$ cat src/rtl/div_pkg.sv
// Shared types and default sizes for the divider issue stage.
package div_pkg;

  localparam int DIV_WIDTH = 8;
  localparam int DIV_DEPTH = 4;
  localparam int DIV_TAG_W = 2;

  typedef enum logic [1:0] {IDLE, ISSUE, HOLD} state_t;

  typedef struct packed {
    logic [DIV_WIDTH-1:0] dividend;
    logic [DIV_WIDTH-1:0] divisor;
    logic [DIV_TAG_W-1:0] tag;
  } div_entry_t;

endpackage

$ cat src/rtl/div_fifo.sv
// Small synchronous FIFO with a combinational head read and an explicit occupancy count.
module div_fifo #(
  parameter int ENTRY_W = 18,
  parameter int DEPTH   = 4
) (
  input  logic                       clk,
  input  logic                       rst_n,
  input  logic                       push,
  input  logic                       pop,
  input  logic [ENTRY_W-1:0]         din,
  output logic [ENTRY_W-1:0]         dout,
  output logic                       full,
  output logic                       empty,
  output logic [$clog2(DEPTH):0]     count
);

  localparam int PTR_W = $clog2(DEPTH);
  localparam int CNT_W = PTR_W + 1;

  logic [ENTRY_W-1:0] mem_reg [DEPTH];
  logic [PTR_W-1:0]   wr_ptr_reg, rd_ptr_reg;
  logic [CNT_W-1:0]   count_reg;
  logic               push_ok, pop_ok;

  assign full    = (count_reg == CNT_W'(DEPTH));
  assign empty   = (count_reg == '0);
  assign count   = count_reg;
  assign dout    = mem_reg[rd_ptr_reg];
  assign push_ok = push && !full;
  assign pop_ok  = pop && !empty;

  // Storage carries no reset; only pointers and count define what is valid.
  always_ff @(posedge clk) begin
    if (push_ok) mem_reg[wr_ptr_reg] <= din;
  end

  always_ff @(posedge clk) begin
    if (!rst_n) begin
      wr_ptr_reg <= '0;
      rd_ptr_reg <= '0;
      count_reg  <= '0;
    end else begin
      if (push_ok) wr_ptr_reg <= wr_ptr_reg + PTR_W'(1);
      if (pop_ok)  rd_ptr_reg <= rd_ptr_reg + PTR_W'(1);
      case ({push_ok, pop_ok})
        2'b10:   count_reg <= count_reg + CNT_W'(1);
        2'b01:   count_reg <= count_reg - CNT_W'(1);
        default: count_reg <= count_reg;
      endcase
    end
  end

endmodule

$ cat src/rtl/div_issue_stage.sv
// Buffers operand pairs, feeds them one at a time to the external divider and
// returns the registered quotient with its tag over a valid/ready handshake.
module div_issue_stage
  import div_pkg::*;
#(
  parameter int WIDTH = DIV_WIDTH,
  parameter int DEPTH = DIV_DEPTH,
  parameter int TAG_W = DIV_TAG_W
) (
  input  logic             clk,
  input  logic             rst_n,
  input  logic             op_valid,
  output logic             op_ready,
  input  logic [WIDTH-1:0] op_dividend,
  input  logic [WIDTH-1:0] op_divisor,
  input  logic [TAG_W-1:0] op_tag,
  output logic [WIDTH-1:0] div_in1,
  output logic [WIDTH-1:0] div_in2,
  input  logic [WIDTH-1:0] div_out,
  input  logic             div_dbz,
  output logic             res_valid,
  input  logic             res_ready,
  output logic [WIDTH-1:0] res_q,
  output logic             res_dbz,
  output logic [TAG_W-1:0] res_tag
);

  localparam int ENTRY_W = 2 * WIDTH + TAG_W;

  typedef struct packed {
    logic [WIDTH-1:0] dividend;
    logic [WIDTH-1:0] divisor;
    logic [TAG_W-1:0] tag;
  } entry_t;

  state_t                  state_reg, state_next;
  entry_t                  push_entry, head_entry;
  logic                    push, pop, full, empty, can_pop;
  logic [$clog2(DEPTH):0]  count;
  logic [WIDTH-1:0]        in1_reg, in2_reg, res_q_reg;
  logic [TAG_W-1:0]        issue_tag_reg, res_tag_reg;
  logic                    res_valid_reg, res_dbz_reg;

  assign op_ready   = !full;
  assign push       = op_valid && !full;
  assign push_entry = '{dividend: op_dividend, divisor: op_divisor, tag: op_tag};
  assign can_pop    = (count != '0) && !empty;

  div_fifo #(
    .ENTRY_W (ENTRY_W),
    .DEPTH   (DEPTH)
  ) u_fifo (
    .clk   (clk),
    .rst_n (rst_n),
    .push  (push),
    .pop   (pop),
    .din   (push_entry),
    .dout  (head_entry),
    .full  (full),
    .empty (empty),
    .count (count)
  );

  always_comb begin
    state_next = state_reg;
    pop        = 1'b0;
    case (state_reg)
      IDLE: begin
        if (can_pop) begin
          pop        = 1'b1;
          state_next = ISSUE;
        end
      end
      // One full cycle with stable operands lets the divider settle.
      ISSUE: state_next = HOLD;
      HOLD: begin
        if (res_ready) begin
          if (can_pop) begin
            pop        = 1'b1;
            state_next = ISSUE;
          end else begin
            state_next = IDLE;
          end
        end
      end
      default: state_next = IDLE;
    endcase
  end

  always_ff @(posedge clk) begin
    if (!rst_n) begin
      state_reg     <= IDLE;
      in1_reg       <= '0;
      in2_reg       <= '0;
      issue_tag_reg <= '0;
      res_valid_reg <= 1'b0;
      res_q_reg     <= '0;
      res_dbz_reg   <= 1'b0;
      res_tag_reg   <= '0;
    end else begin
      state_reg <= state_next;
      if (pop) begin
        in1_reg       <= head_entry.dividend;
        in2_reg       <= head_entry.divisor;
        issue_tag_reg <= head_entry.tag;
      end
      if (state_reg == ISSUE) begin
        // The divider leaves its output stale on a zero divisor, so mask it.
        res_valid_reg <= 1'b1;
        res_q_reg     <= div_dbz ? '0 : div_out;
        res_dbz_reg   <= div_dbz;
        res_tag_reg   <= issue_tag_reg;
      end else if (state_reg == HOLD && res_ready) begin
        res_valid_reg <= 1'b0;
      end
    end
  end

  assign div_in1   = in1_reg;
  assign div_in2   = in2_reg;
  assign res_valid = res_valid_reg;
  assign res_q     = res_q_reg;
  assign res_dbz   = res_dbz_reg;
  assign res_tag   = res_tag_reg;

endmodule

$ cat config.mk
export PLATFORM = sky130hd
export DESIGN_NAME = div_issue_stage
export DESIGN_NICKNAME = d
export VERILOG_FILES = /design/src/rtl/div_pkg.sv /design/src/rtl/div_fifo.sv /design/src/rtl/div_issue_stage.sv
export SDC_FILE = /design/constraint.sdc
export NUM_CORES = 1
export LEC_CHECK = 0
export ABC_AREA = 1
export ABC_CLOCK_PERIOD_IN_PS = 2350
export BUFFER_PORTS_ARGS = -buffer_cell sky130_fd_sc_hd__buf_4
export CAP_MARGIN = 10
export CELL_PAD_IN_SITES_DETAIL_PLACEMENT = 1
export CELL_PAD_IN_SITES_GLOBAL_PLACEMENT = 1
export CORE_ASPECT_RATIO = 0.6
export CORE_MARGIN = 2
export CORE_UTILIZATION = 41
export CTS_CLUSTER_SIZE = 16
export DETAILED_ROUTE_END_ITERATION = 8
export GPL_TIMING_DRIVEN = 0
export HOLD_SLACK_MARGIN = 0.1
export PLACE_DENSITY = 0.87
export SYNTH_ARGS = -nofsm -noshare
export SYNTH_HDL_FRONTEND = slang
export SYNTH_HIERARCHICAL = 1
export SYNTH_SLANG_ARGS = --single-unit
$ cat constraint.sdc
create_clock -name clk -period 2.35 [get_ports clk]
set_clock_uncertainty 0.05 [all_clocks]
set_input_delay 0.3525 -clock clk [delete_from_list [all_inputs] [get_ports clk]]
set_output_delay 0.3525 -clock clk [all_outputs]
set_load 0.02 [all_outputs]
==> run metrics <==
status complete, no violations; Worst Tran Pin Value 494.7 ps; layout cells sized above 1 roughly 27%; maximum vdd drop slightly above 0.7 mV; ports placed on the boundary 60; growth of design area from synthesis to finish 33.52%; max-slew violations 0; Antenna Violating Nets Remaining 0; first-pass GRT wire length roughly 21000 µm; global routing usage on met2 40.71%; met3 Track Usage GR 6.309%; mean post-synth cell area 10.90 µm²; count of endpoints failing setup in the final report 0; Min-Delay Path Class input pin to flip-flop; WHS Path Cells 1; total die area between 10000 and 15000 µm²; top cell type's share of synthesized area 47.02%; r2r worst-path depth 16; max-slew headroom at the worst pin 67.02%; number of buffers added by the clock tree synthesis step 17; Core Footprint 10740 µm²; Filler cells 1142; area leader, netlist sky130_fd_sc_hd__edfxtp_1; DRC violation count after routing 0; post-route clock period utilization about 94%; Max H-tree Level 4; die outline width 140.7 µm; total routed wirelength 13260 µm; insertion delay of the later-clocked pin in the worst-skew pair between 400 and 500 ps; met1 track utilization from global routing 27.68%; crit start category input pin; most common library cell in the layout ignoring fill and taps sky130_fd_sc_hd__nor2_1; Hold Fails Final Rpt 0; critical-path maximum fanout 3; # clock sinks 113; unrepaired setup endpoints after global routing no; Initial DRT Pass Iterations 4; largest net degree at the start of global routing 17; post-synthesis instance total 422; sequential fraction of the synthesis area between 60% and 70%; commonest cells after routing, fill and taps aside sky130_fd_sc_hd__nor2_1 (87), sky130_fd_sc_hd__edfxtp_1 (72), sky130_fd_sc_hd__buf_4 (69); yosys warns 6; Via-to-Cell Ratio 5.247; required time of the critical path 2600 ps; number of flip-flops under the largest register name 72; final weighted congestion in routability-driven placement 0.7571; most heavily used metal layer in global routing met2; count of nets after finishing 567; total global routing overflow 0; maximum clock path buffer count 2; total power of the final layout 7.703 mW; Net Count, Synth 459; post-DP HPWL 8443 µm; clock transition time at the flip-flop clock pins of the worst setup and hold paths 50 ps; Starting DRT DRC Count ~270; number of buffer cells added on primary ports 59; power per standard cell area 1255 nW/µm²; max cap viols 0; cell row count 29; utilization after layout 57.16%; vias in the first global route 3920; clock period minus final worst setup slack approximately 2200 ps; die height approximately 86 µm; top cells by area, synth sky130_fd_sc_hd__edfxtp_1 (47%), sky130_fd_sc_hd__dfxtp_1 (18%), sky130_fd_sc_hd__nor2_1 (7.4%); category of the most critical setup path input pin to flip-flop; Worst setup EP type flip-flop; Yosys cell types 32; hold_ws roughly 120 ps; cell area after synthesis ~4600 µm²; Inserted Diodes 0; Initial Utilization 42.81%; post-detailed-route wirelength per cell 19.47 µm; highest attainable clock frequency 454.6 MHz; LEAKAGE 2.507 nW; antenna violations before repair 0; buffer cell driving the clock tree root sky130_fd_sc_hd__clkbuf_16; routed vias 3573; flop and latch count out of synthesis about 110; clock tree from TritonCTS built; worst endpoint data arrival time around 2500 ps; Total GRT Usage 23.26%
-- where the power goes --
part / internal (mW) / switching [mW] / leakage (nW)
Clock: 1.55 / 0.850 / 0.276
Sequential: 2.44 / 0.176 / 0.997
Combinational: 0.990 / 1.69 / 1.23
-- layer usage --
layer,up-vias,share of wire [%]
met5,-,0
met4,0,1.6
met3,24,4.2
met2,82,51
met1,1805,43
li1,1662,-
-- worst max-delay path, cell delays in order --
cell,delay [ps]
sky130_fd_sc_hd__dlygate4sd3_1,520
sky130_fd_sc_hd__buf_4,120
sky130_fd_sc_hd__o21ai_2,80
sky130_fd_sc_hd__nor2_4,150
sky130_fd_sc_hd__buf_8,120
sky130_fd_sc_hd__nand2_2,70
sky130_fd_sc_hd__inv_2,80
sky130_fd_sc_hd__ha_2,170
sky130_fd_sc_hd__inv_1,60
sky130_fd_sc_hd__fa_2,330
sky130_fd_sc_hd__nand2_1,90
sky130_fd_sc_hd__nand3_1,100
sky130_fd_sc_hd__nor2_1,130
sky130_fd_sc_hd__nor2_1,60
-- stage by stage --
stage | std cells | worst slack [ps] | setup TNS, ps | cell area [µm²]
after floorplan | 422 | 67.03 | 0 | 4598
after global placement | 620 | -511.0 | -33030 | 5215
after detailed placement | 624 | -384.3 | -564.6 | 5323
after CTS | 677 | 58.88 | 0 | 6100
after global routing | 681 | 2.867 | 0 | 6140
final | 681 | 150.4 | 0 | 6140
-- Yosys cell counts (all sizes together) --
cell type	number
clkbuf	4
nand3	5
o22ai	18
a22oi	6
nand2	40
o21ai	42
clkinv	2
nand4	18
edfxtp	72
ha	5
fa	1
dfxtp	41
nor2	97
a31oi	1
a21oi	8
nor3	2
buf	14
a211oi	1
inv	45
-- worst paths after layout --
check                                     from                              end  slack [ps]
hold / removal                  op_dividend[0]  u_fifo/mem_reg[0][10]$_DFFE_PP_         120
setup reg to reg  u_fifo/count[1]$_SDFFE_PN0P_     u_fifo/count[2]$_SDFFE_PN0P_         190
hold reg to reg          res_q[5]$_SDFFE_PN0P_            res_q[5]$_SDFFE_PN0P_         430
setup / recovery                     res_ready     u_fifo/count[2]$_SDFFE_PN0P_         150
-- cell type report --
type	count	area [µm²]	area share [%]
clock inverter	6	55.05	0.8967
tap	139	173.9	2.833
clock buffer	25	496.7	8.090
inverter	47	201.4	3.281
timing repair buffer	89	780.7	12.72
buffer	18	160.2	2.609
sequential	113	2989	48.69
multi-input combinational	244	1282	20.89
-- logic make-up after synthesis --
| logic type | share of synthesized area [%] |
|---|---|
| compound gates | 10.07 |
| buf+inv | 7.673 |
| fa+ha+maj | 1.796 |
| simple gates | 15.59 |
| flops | 64.87 |
-- timing repair --
action                     4_1_cts  5_1_grt
hold buffers                    18        0
hold endpoints to repair        69        0
setup endpoints to repair        2        1
setup buffers                    4        4
resized for setup                7        5
pin swaps                        1        3
Note: power is estimated with default switching activity, not from simulation.
